File: config.mk
export PLATFORM = sky130hd
export DESIGN_NAME = seq_detector_param
export DESIGN_NICKNAME = d
export VERILOG_FILES = /design/src/rtl/seq_detector_param_pkg.sv /design/src/rtl/seq_detector_param_window.sv /design/src/rtl/seq_detector_param.sv
export SDC_FILE = /design/constraint.sdc
export NUM_CORES = 1
export LEC_CHECK = 0
export ABC_AREA = 1
export ABC_CLOCK_PERIOD_IN_PS = 1000
export BUFFER_PORTS_ARGS = -buffer_cell sky130_fd_sc_hd__buf_4
export CAP_MARGIN = 20
export CORE_AREA = 2 2 39 41
export DETAILED_ROUTE_END_ITERATION = 7
export DIE_AREA = 0 0 41 43
export PLACE_DENSITY = 0.43
export SETUP_SLACK_MARGIN = 0.02
export SYNTH_ARGS = -nofsm -noshare
export SYNTH_HDL_FRONTEND = slang
export SYNTH_SLANG_ARGS = --single-unit
export TNS_END_PERCENT = 100
File: constraint.sdc
create_clock -name clock -period 1 [get_ports clock]
set_input_delay 0.2 -clock clock [delete_from_list [all_inputs] [get_ports clock]]
set_output_delay 0.2 -clock clock [all_outputs]
set_load 0.01 [all_outputs]
File: src/rtl/seq_detector_param_pkg.sv
// Shared types and width limits for the serial pattern detector.
// Includes an elaboration-time check on the pattern width.
package seqdet_pkg;

    typedef enum logic {
        SEQDET_NONOVL = 1'b0,
        SEQDET_OVL    = 1'b1
    } seqdet_mode_t;

    localparam int SEQDET_MAX_W = 32;
    localparam int SEQDET_MIN_W = 2;

    function automatic bit seqdet_w_ok(input int w);
        return (w >= SEQDET_MIN_W) && (w <= SEQDET_MAX_W);
    endfunction

    function automatic int seqdet_fill_w(input int w);
        return $clog2(w + 1);
    endfunction

endpackage

File: src/rtl/seq_detector_param_window.sv
// Shift window and saturating fill counter for the detector.
// The next-state values are exported so the top can compare ahead of the edge.
module seqdet_window
    import seqdet_pkg::*;
#(
    parameter int PAT_W = 4,
    parameter int FW    = seqdet_fill_w(PAT_W)
) (
    input  logic             clock,
    input  logic             reset,
    input  logic             shift_en,
    input  logic             bit_in,
    input  logic             flush,
    output logic [PAT_W-1:0] nhist,
    output logic [FW-1:0]    nfill
);

    logic [PAT_W-1:0] hist_q;
    logic [PAT_W-1:0] hist_d;
    logic [FW-1:0]    fill_q;
    logic [FW-1:0]    fill_d;

    localparam logic [FW-1:0] FILL_MAX = FW'(PAT_W);

    always_comb begin
        nhist = {hist_q[PAT_W-2:0], bit_in};
        nfill = fill_q;
        if (fill_q != FILL_MAX) begin
            nfill = fill_q + 1'b1;
        end
    end

    // flush only drops the fill count; stale bits are harmless once fill is 0
    always_comb begin
        hist_d = hist_q;
        fill_d = fill_q;
        if (shift_en) begin
            hist_d = nhist;
            fill_d = nfill;
        end
        if (flush) begin
            fill_d = '0;
        end
    end

    always_ff @(posedge clock) begin
        if (reset) begin
            hist_q <= '0;
            fill_q <= '0;
        end else begin
            hist_q <= hist_d;
            fill_q <= fill_d;
        end
    end

endmodule

File: src/rtl/seq_detector_param.sv
// Parametrised serial pattern detector with registered match pulse.
// Optional saturating match counter built when SEQDET_COUNT_EN is defined.
module seq_detector_param
    import seqdet_pkg::*;
#(
    parameter int                PAT_W   = 4,
    parameter logic [PAT_W-1:0]  PATTERN = 4'b1011,
    parameter int                OVERLAP = 1,
    parameter int                CNT_W   = 8
) (
    input  logic             clock,
    input  logic             reset,
    input  logic             in_valid,
    input  logic             i,
    input  logic             count_clr,
    output logic             out
`ifdef SEQDET_COUNT_EN
    ,
    output logic [CNT_W-1:0] match_count
`endif
);

    localparam int FW = seqdet_fill_w(PAT_W);
    localparam seqdet_mode_t MODE = (OVERLAP != 0) ? SEQDET_OVL
                                                   : SEQDET_NONOVL;
    localparam logic [FW-1:0] FILL_MAX = FW'(PAT_W);

    if (!seqdet_w_ok(PAT_W)) begin : g_bad_w
        $fatal(1, "seq_detector_param: PAT_W out of range");
    end
    if (CNT_W < 1) begin : g_bad_cnt
        $fatal(1, "seq_detector_param: CNT_W must be positive");
    end

    logic [PAT_W-1:0] nhist;
    logic [FW-1:0]    nfill;
    logic             match;
    logic             flush;
    logic             out_q;
    logic             out_d;

    seqdet_window #(
        .PAT_W (PAT_W),
        .FW    (FW)
    ) u_window (
        .clock    (clock),
        .reset    (reset),
        .shift_en (in_valid),
        .bit_in   (i),
        .flush    (flush),
        .nhist    (nhist),
        .nfill    (nfill)
    );

    always_comb begin
        match = in_valid && (nfill == FILL_MAX) && (nhist == PATTERN);
        flush = match && (MODE == SEQDET_NONOVL);
        out_d = match;
    end

    always_ff @(posedge clock) begin
        if (reset) begin
            out_q <= 1'b0;
        end else begin
            out_q <= out_d;
        end
    end

    assign out = out_q;

`ifdef SEQDET_COUNT_EN
    logic [CNT_W-1:0] cnt_q;
    logic [CNT_W-1:0] cnt_d;

    // clear beats a same-cycle match
    always_comb begin
        cnt_d = cnt_q;
        if (count_clr) begin
            cnt_d = '0;
        end else if (match && (cnt_q != {CNT_W{1'b1}})) begin
            cnt_d = cnt_q + 1'b1;
        end
    end

    always_ff @(posedge clock) begin
        if (reset) begin
            cnt_q <= '0;
        end else begin
            cnt_q <= cnt_d;
        end
    end

    assign match_count = cnt_q;
`else
    logic unused_count_clr;
    assign unused_count_clr = count_clr;
`endif

endmodule

==> results.txt <==
- Arrival time of the worst setup path: 1.14 ns
- Sink count of the clock tree: 7
- For this run, asynchronously set or reset flops after synthesis account for 0%.
- VDD sags by at most 0.000695 V.
- Highest net fanout along the worst path: 2
- The detail route stage leaves a number of antenna-violating nets equal to 0.
* Power density normalized to cell area: 1410 nW/µm²
* Count of endpoints failing setup in the final report: 0
- Proportion of layout cells with a drive suffix above 1: between 40% and 50%
- Initial antenna violation count: 0
- Wire per inst: 7.93 µm
- The number of antenna diodes in the final layout is 0.
- The hold violation total from the final report was 0.
- Via density per instance: 4.15
- The die is 41 µm wide.
- Across the run, the number of max-cap violations was 0.
- Counting every instance in the synthesized netlist gives 46.
- The number of global-route vias before repair is approximately 300.
- Setup repair after global routing could not meet its margin everywhere.
* Clock tree from TritonCTS: yes
- The setup path with the least slack is of type register to register.
- Leakage power total: 0.199 nW
- The average instance in the mapped netlist occupies around 7.2 µm².
- Among all flip-flop cells after synthesis, the most frequent one is sky130_fd_sc_hd__dfxtp_1.
* Vert. Die Dim: around 43 µm
- For this run, the number of Yosys warnings is 0.
- Sorting the synthesized cells by how often they occur yields 14 x sky130_fd_sc_hd__nand2_1, 7 x sky130_fd_sc_hd__dfxtp_1, 6 x sky130_fd_sc_hd__inv_1.
- The floorplan has 14 rows.
- Number of cells after detailed placement: between 60 and 70
- Maximum level of the CTS H-tree: 1
- Final cell count without fillers: 73
* Outcome: complete, no violations
- Summing over every cut layer, the via total after detailed routing is 303.
* Final Routed Wirelength: roughly 580 µm
* Cell-by-cell trace of the critical path: inv_2, ha_4, inv_2, nand2_1, nor2_1, nand2_1, nor2_1
- Remaining routing DRC violations: 0
* Data required time at the worst endpoint: 1.19 ns
* Initial detailed-routing violation count: 4
- Layer with the highest usage: met2
- The first detailed-routing pass took 3 iterations.
* Number of buffers added by the clock tree synthesis step: 3
* Die outline area: 1760 µm²
* Leading area contributor after synthesis: sky130_fd_sc_hd__dfxtp_1
* Final net count: between 60 and 70
* Timing-limited maximum frequency: 1050 MHz
- Buffer levels on the longest clock path: 2
- Remaining Overflow, GRT: 0
* Synth top area cells: sky130_fd_sc_hd__dfxtp_1 43%, sky130_fd_sc_hd__nand2_1 16%, sky130_fd_sc_hd__ha_1 7.6%
- The slowest stage of the critical path belongs to the cell sky130_fd_sc_hd__dfxtp_2.
- Met2 usage: 12.8%
- Entering global routing, the biggest net connects 8 pins.
- Worst slew margin relative to its limit: 84.6%
- Register bit total from synthesis: 7
- Relative to the synthesized area, the layout overhead comes to 41.4%.
- Number of distinct library cell variants in the gate-level netlist after synthesis: 14
* Quantity of I/O buffers inserted on ports: 4
* Detail Placement HPWL: 444 µm
* Clk_skew: 0.000720 ns
- Global Route met3 Usage: 3.14%
- Share of the yosys chip area belonging to registers: between 40% and 50%
- In the global route stage, met1 resource usage came out at 11.3%.
- STA classifies the critical path startpoint as a register.
* Final estimated routing congestion in global placement: 0.599
- In this run the cell area of the synthesized design comes to ~330 µm².
- Global-route usage over all layers: 9.44%
- In this run the register-to-register setup slack is 0.05 ns.
* Shortest period the worst path allows: 0.949 ns
- Total nets after synthesis: 53
- Path class of the lowest-slack min-delay path: input port to register
- For the pin with the worst max-slew slack, the measured transition is 0.231 ns.
- Worst-path clk slew: 0.05 ns
* Starting Density: a little under a quarter
- Number of slew-limit violations in the final report: 0
- The clock reaches the later pin of the worst-skew pair after 0.25 ns.
- Wire length of the first global-routing pass: 1110 µm
- Area share of the leading cell type in the synthesized netlist: between 40% and 50%
- The design draws roughly 0.66 mW.
- 6 I/O pins were placed.
- EDFF count, synth: 0
* Core outline area: approximately 1400 µm²
- In the finished design, the share of the clock period the worst path needs comes to 94.9%.
- Among all cell types in the netlist, the one instantiated most often is sky130_fd_sc_hd__nand2_1.
* Type of destination of the critical path: register
* Clock root buffer: sky130_fd_sc_hd__clkbuf_4
* Stage delay of the slowest cell on the critical path: roughly 0.33 ns
==> per-layer routing <==
| metal | routed length (µm) | vias to the layer above |
|---|---|---|
| li1 | - | 167 |
| met1 | 263 | 128 |
| met2 | 274 | 6 |
| met3 | 21 | 2 |
| met4 | 20 | 0 |
| met5 | 0 | - |
==> logic make-up after synthesis <==
logic type      Yosys count  share of synthesized area [%]
flops                     7                           42.6
compound gates            7                           12.5
buf+inv                   7                           7.98
fa+ha+maj                 2                           7.60
simple gates             23                           29.3
==> cell type report <==
class / count / area (µm²)
timing repair buffer: 7 / 52.6
tap: 16 / 20.0
multi-input combinational: 32 / 198
inverter: 7 / 26.3
clock buffer: 4 / 26.3
sequential: 7 / 143
fill: 167 / 918
==> stage by stage <==
step / cell area [µm²] / utilization, % / setup TNS, ns / worst slack, ns / hold WS [ns]
6_report: 465 / 33.6 / 0 / 0.0510 / 0.161
2_1_floorplan: 330 / - / 0 / 0.0216 / 0.262
4_1_cts: 463 / 33.5 / -0.00315 / -0.00315 / 0.157
3_3_place_gp: 403 / 29.1 / -0.0569 / -0.0304 / 0.420
3_5_place_dp: 403 / 29.1 / -0.0492 / -0.0253 / 0.419
5_1_grt: 465 / 33.6 / -0.0834 / -0.0419 / 0.141
==> critical path: cells and delay by family, from the launching register on <==
kind,cells,cell delay (ns)
flops,1,0.33
simple gates,4,0.25
fa+ha+maj,1,0.22
buf+inv,2,0.09
==> state kept, by name (all words and copies together), names as in the netlist <==
| name | flops |
|---|---|
| out | 1 |
| u_window.fill_q | 3 |
| u_window.hist_q | 3 |
==> cells in the final DEF (no fill, tap or decap), drive strengths merged <==
| cell | netlist | final |
|---|---|---|
| a211oi | 1 | 1 |
| a21oi | 5 | 5 |
| buf | 0 | 7 |
| clkbuf | 0 | 4 |
| dfxtp | 7 | 7 |
| ha | 2 | 2 |
| inv | 7 | 7 |
| nand2 | 15 | 15 |
| nand3 | 1 | 1 |
| nand3b | 1 | 1 |
| nor2 | 6 | 6 |
| o21ai | 1 | 1 |
==> worst paths after layout <==
| kind | startpoint | to | cells after the start |
|---|---|---|---|
| max | u_window.fill_q[1] | out | 7 |
| min | reset | u_window.fill_q[2] | 2 |
| min reg2reg | u_window.hist_q[2] | u_window.hist_q[2] | 2 |
| max reg2reg | u_window.fill_q[1] | out | 7 |
==> timing repair <==
action	CTS	global route
setup buffers	0	0
resized for setup	8	1
endpoints found under the setup margin	3	3
pin swaps	5	3
hold buffers	0	0
==> where the power goes <==
| part | total [mW] | internal (mW) | switching, mW |
|---|---|---|---|
| combinational | 0.105 | 0.0519 | 0.0528 |
| clock | 0.249 | 0.152 | 0.0968 |
| sequential | 0.302 | 0.293 | 0.00901 |
(Power assumes the default switching activity.)
